<file path="config.mk">
export PLATFORM = sky130hd
export DESIGN_NAME = dma_port_scheduler
export DESIGN_NICKNAME = d
export VERILOG_FILES = /design/src/rtl/dma_port_scheduler.sv
export SDC_FILE = /design/constraint.sdc
export NUM_CORES = 1
export LEC_CHECK = 0
export CAP_MARGIN = 30
export CORE_MARGIN = 2
export CORE_UTILIZATION = 55
export DETAILED_ROUTE_END_ITERATION = 8
export PLACE_DENSITY_LB_ADDON = 0.25
export SYNTH_ARGS = -nofsm -noshare
export SYNTH_HDL_FRONTEND = slang
export SYNTH_SLANG_ARGS = --single-unit
</file>
<file path="constraint.sdc">
create_clock -name clk -period 5.75 [get_ports clk]
set_clock_uncertainty 0.05 [all_clocks]
set_input_delay 0.575 -clock clk [delete_from_list [all_inputs] [get_ports clk]]
set_output_delay 0.575 -clock clk [all_outputs]
set_load 0.05 [all_outputs]
</file>
<file path="src/rtl/dma_port_scheduler.sv">
// dma_port_scheduler: queues DMA requests and issues them into whichever
// dual-port SRAM port is idle. Port B (accelerator) is preferred, then port A
// (CPU). Read data comes back in order, READ_LAT+1 cycles after issue.
// Optional build macro DMA_STARVE_GUARD_EN adds a FORCE state that steals
// port A from the CPU after STARVE_LIMIT blocked cycles.
module dma_port_scheduler #(
  parameter int DATA_WIDTH   = 32,
  parameter int ADDR_WIDTH   = 32,
  parameter int DEPTH        = 4,
  parameter int READ_LAT     = 1,
  parameter int STARVE_LIMIT = 8
) (
  input  logic                  clk,
  input  logic                  rst,
  input  logic                  dma_req_valid,
  output logic                  dma_req_ready,
  input  logic                  dma_req_we,
  input  logic [ADDR_WIDTH-1:0] dma_req_addr,
  input  logic [DATA_WIDTH-1:0] dma_req_wdata,
  input  logic                  cpu_busy,
  input  logic                  acl_busy,
  output logic                  issue_a,
  output logic                  issue_b,
  output logic                  issue_we,
  output logic [ADDR_WIDTH-1:0] issue_addr,
  output logic [DATA_WIDTH-1:0] issue_wdata,
  input  logic [DATA_WIDTH-1:0] mem_q_a,
  input  logic [DATA_WIDTH-1:0] mem_q_b,
  output logic                  dma_rsp_valid,
  output logic [DATA_WIDTH-1:0] dma_rsp_rdata,
  output logic                  cpu_stall
);

  localparam int PTR_W = $clog2(DEPTH);
  localparam int CNT_W = $clog2(STARVE_LIMIT + 1);
  localparam logic [PTR_W:0]   DEPTH_C = (PTR_W + 1)'(DEPTH);
  localparam logic [CNT_W-1:0] LIMIT_C = CNT_W'(STARVE_LIMIT);

  typedef enum logic [1:0] {IDLE, WAIT, ISSUE, FORCE} state_t;

  state_t                state;
  logic [CNT_W-1:0]      wait_cnt;
  logic [CNT_W-1:0]      cnt_nxt;

  logic                  we_mem    [DEPTH];
  logic [ADDR_WIDTH-1:0] addr_mem  [DEPTH];
  logic [DATA_WIDTH-1:0] wdata_mem [DEPTH];
  logic [PTR_W-1:0]      wr_ptr;
  logic [PTR_W-1:0]      rd_ptr;
  logic [PTR_W:0]        count;
  logic [PTR_W:0]        count_nxt;

  logic                  full;
  logic                  empty;
  logic                  push;
  logic                  pop;
  logic                  blocked;
  logic                  force_now;

  logic [READ_LAT-1:0]   rd_vld_sr;
  logic [READ_LAT-1:0]   rd_port_sr;

  assign full          = (count == DEPTH_C);
  assign empty         = (count == '0);
  assign dma_req_ready = !full;
  assign push          = dma_req_valid && !full;
  assign pop           = issue_a || issue_b;
  // state is IDLE exactly when the FIFO is empty, so a non-idle cycle without
  // an issue is a cycle in which the head was blocked
  assign blocked       = (state != IDLE) && !pop;

  assign issue_we    = !empty && we_mem[rd_ptr];
  assign issue_addr  = empty ? '0 : addr_mem[rd_ptr];
  assign issue_wdata = empty ? '0 : wdata_mem[rd_ptr];

`ifdef DMA_STARVE_GUARD_EN
  assign force_now = (state == FORCE);
`else
  assign force_now = 1'b0;
`endif

  // Port selection for the head entry: B first, A second, forced A when starved
  always_comb begin
    issue_a   = 1'b0;
    issue_b   = 1'b0;
    cpu_stall = 1'b0;
    if (!empty) begin
      if (!acl_busy) begin
        issue_b = 1'b1;
      end else if (force_now) begin
        issue_a   = 1'b1;
        cpu_stall = 1'b1;
      end else if (!cpu_busy) begin
        issue_a = 1'b1;
      end
    end
  end

  // Next FIFO occupancy and next wait-counter value
  always_comb begin
    count_nxt = count + (PTR_W + 1)'(push) - (PTR_W + 1)'(pop);
    cnt_nxt   = wait_cnt;
    if (pop) begin
      cnt_nxt = '0;
    end else if (blocked && (wait_cnt != LIMIT_C)) begin
      cnt_nxt = wait_cnt + CNT_W'(1);
    end
  end

  // FIFO pointers and occupancy
  always_ff @(posedge clk or posedge rst) begin
    if (rst) begin
      wr_ptr <= '0;
      rd_ptr <= '0;
      count  <= '0;
    end else begin
      if (push) wr_ptr <= wr_ptr + PTR_W'(1);
      if (pop)  rd_ptr <= rd_ptr + PTR_W'(1);
      count <= count_nxt;
    end
  end

  // FIFO storage; contents are qualified by count so they need no reset
  always_ff @(posedge clk) begin
    if (push) begin
      we_mem[wr_ptr]    <= dma_req_we;
      addr_mem[wr_ptr]  <= dma_req_addr;
      wdata_mem[wr_ptr] <= dma_req_wdata;
    end
  end

  // Scheduler FSM and starvation wait counter
  always_ff @(posedge clk or posedge rst) begin
    if (rst) begin
      state    <= IDLE;
      wait_cnt <= '0;
    end else begin
      wait_cnt <= cnt_nxt;
      if (count_nxt == '0) begin
        state <= IDLE;
      end else if (pop) begin
        state <= ISSUE;
`ifdef DMA_STARVE_GUARD_EN
      end else if (blocked && (cnt_nxt == LIMIT_C)) begin
        state <= FORCE;
`endif
      end else begin
        state <= WAIT;
      end
    end
  end

  // Read-tracking shift register: one slot per cycle of memory latency
  always_ff @(posedge clk or posedge rst) begin
    if (rst) begin
      rd_vld_sr  <= '0;
      rd_port_sr <= '0;
    end else begin
      rd_vld_sr  <= (rd_vld_sr << 1)  | READ_LAT'(pop && !issue_we);
      rd_port_sr <= (rd_port_sr << 1) | READ_LAT'(issue_b);
    end
  end

  // Response capture from the port recorded at issue time
  always_ff @(posedge clk or posedge rst) begin
    if (rst) begin
      dma_rsp_valid <= 1'b0;
      dma_rsp_rdata <= '0;
    end else begin
      dma_rsp_valid <= rd_vld_sr[READ_LAT-1];
      if (rd_vld_sr[READ_LAT-1]) begin
        dma_rsp_rdata <= rd_port_sr[READ_LAT-1] ? mem_q_b : mem_q_a;
      end
    end
  end

endmodule

</file>
==> reports/metrics.yaml <==
synth_flop_cell: "edfxtp_1"
yosysWarningCount: 0
pin_count: 236
layout_min_cycle_time_ns: 3.68
routabilityCongestion: 0.731
cp-end-kind: "output port"
num_vias: 6166
cts-resized-gates: 0
power_mw: 9.48
cts_buffers: 30
layout-area-overhead-vs-synth_pct: 30.6
portBuffers: 234
required_ns: 5.12
setup_slack_ns: 2.07
layout-drive-gt1-share: 0.146
cts_tree: "done"
grt_max_degree: 67
cp_slowest_stage_delay_ns: 1.06
cts_hold_buffers: 0
clkTransAtPathRegs_ns: 0.06
synth.cell_area_um2: 11800
cp_max_fo: 66
path_cells: "mux4_2, nor2b_1, clkdlybuf4s50_1"
die_height_um: 150
hold_viol: 0
crit_type: "register to output port"
initial_core_util: 0.560
regToRegSetupSlack_ns: 3.09
clkSinkCount: 302
fillCellCount: 1262
core_area_um2: 21000
syn_nets: 736
dp_slack_ns: 2.60
post-route-period-util: 0.639
met1_length_um: 9160
grtUsageTotal: 0.205
status: "finished, final reports clean"
ir_drop_mv: 0.443
design.die.area_um2: 22600
vias_per_cell: 5.45
wl_met3_um: 1580
arrival_ns: 3.05
drv_cap: 0
die_x_um: 150
grt_antenna_before_repair: 0
syn_area_per_cell_um2: 19.8
drc: 0
layout_common_cells: "edfxtp_1, clkdlybuf4s50_1, nor2b_1"
rsz0062_at_grt: "no"
start_kind: "register"
htreeDepth: 1
yosys_register_bits: 302
post_cts_buffers: 0
clk_latency_ns: 0.53
async_reset_ff_frac: 0.139
yosysUniqueCellTypes: 26
post_drt_wl_per_cell_um: 20.6
cts-root-buf: "clkbuf_16"
top_layer_used: "met4"
yosysSeqAreaShare: 0.752
dr.first_iter.drc_count: 321
final_common_cell: "edfxtp_1"
powerDensity_nw_per_um2: 616
grt.overflow.total: 0
placed_area_um2: 14500
slew_headroom: 0.360
dp_hpwl_um: 14800
final_nets: 979
final.setup.tns_ns: 0
diodes: 0
grt_pass1_wl_um: 35400
routed_wl_um: 23300
ant_nets: 0
synth_edf_count: 260
fin_util: 0.732
fp-row-count: 53
syn_inst: 595
clk_path_buf_depth: 3
tightest_slew_ns: 0.960
dr_wl_met2_um: 12100
setup_viol: 0
fmax_mhz: 272
maxSlewViolCount: 0
postLayoutCellArea_um2: 15400
grt_pass1_vias: 6529
crit_slowest_cell: "dfrtp_4"
drt_pass1_iterations: 4
p_leak_nw: 5.30
hold_path.class: "primary input to asynchronous set/reset pin"
[layout make-up]
cell class | count | area [um^2] | share of cell area
repair buffers | 244 | 2510 | 0.163
clock inverters | 13 | 92.6 | 0.00602
clock buffers | 38 | 802 | 0.0521
multi-input cells | 252 | 2740 | 0.178
flip-flops and latches | 302 | 8870 | 0.576
well taps | 275 | 344 | 0.0224
inverters | 8 | 30.0 | 0.00195
[flip-flops by register name, indices dropped and copies added (netlist names)]
name,count
addr_mem,128
count,3
dma_rsp_rdata,32
dma_rsp_valid,1
rd_port_sr,1
rd_ptr,2
rd_vld_sr,1
wdata_mem,128
we_mem,4
wr_ptr,2
[power breakdown]
part | internal, mW | switching (mW) | total (mW)
sequential | 2.94 | 0.345 | 3.29
clock | 1.02 | 0.743 | 1.76
combinational | 1.71 | 2.72 | 4.43
total | 5.68 | 3.81 | 9.48
[synth_stat cells (all sizes together), types with 4 or more instances]
master | n | area share
xnor2 | 4 | 0.0030
clkbuf | 15 | 0.0049
buf | 18 | 0.010
mux2i | 32 | 0.027
edfxtp | 260 | 0.66
nor2b | 66 | 0.035
dfrtp | 42 | 0.089
mux4 | 65 | 0.12
inv | 8 | 0.0025
a21oi | 33 | 0.014
ha | 6 | 0.0064
and3 | 4 | 0.0021
nor2 | 33 | 0.011
[per-layer routing]
layer | GRT usage | vias up
met4 | 0.0481 | 0
met5 | 0 | -
met3 | 0.0430 | 32
met2 | 0.360 | 186
li1 | - | 2813
met1 | 0.265 | 3135
[cell families after synthesis]
kind of cell / Yosys count / synth area share
xor+xnor: 5 / 0.00372
simple gates: 107 / 0.0509
mux: 98 / 0.153
fa+ha+maj: 7 / 0.00807
buf+inv: 41 / 0.0177
flops: 302 / 0.752
compound gates: 34 / 0.0147
other cells: 1 / 0.000318
[path summary, 6_finish.rpt]
path                              startpoint                 to  cells after the start
max in group asynchronous                rst          rd_ptr[1]                      3
min in group clk           dma_rsp_rdata[19]  dma_rsp_rdata[19]                      2
min reg2reg                dma_rsp_rdata[19]  dma_rsp_rdata[19]                      2
max                                rd_ptr[1]    issue_wdata[12]                      3
min                                      rst   dma_rsp_rdata[9]                      3
max reg2reg                         count[1]           count[2]                     10
[critical path: cells and delay by family (launching register included)]
kind | cells | cell delay (ns)
DFF | 1 | 1.06
buffers and inverters | 1 | 0.86
muxes | 1 | 0.35
and+or+nand+nor | 1 | 0.23
[metrics by stage]
stage | cells | hold WS (ns)
after floorplan | 595 | 0.302
after detailed placement | 1081 | 0.464
after global routing | 1132 | 0.479
after global placement | 1076 | 0.458
final | 1132 | 0.441
after CTS | 1132 | 0.435
No activity file was read; power rests on OpenSTA's default activity.
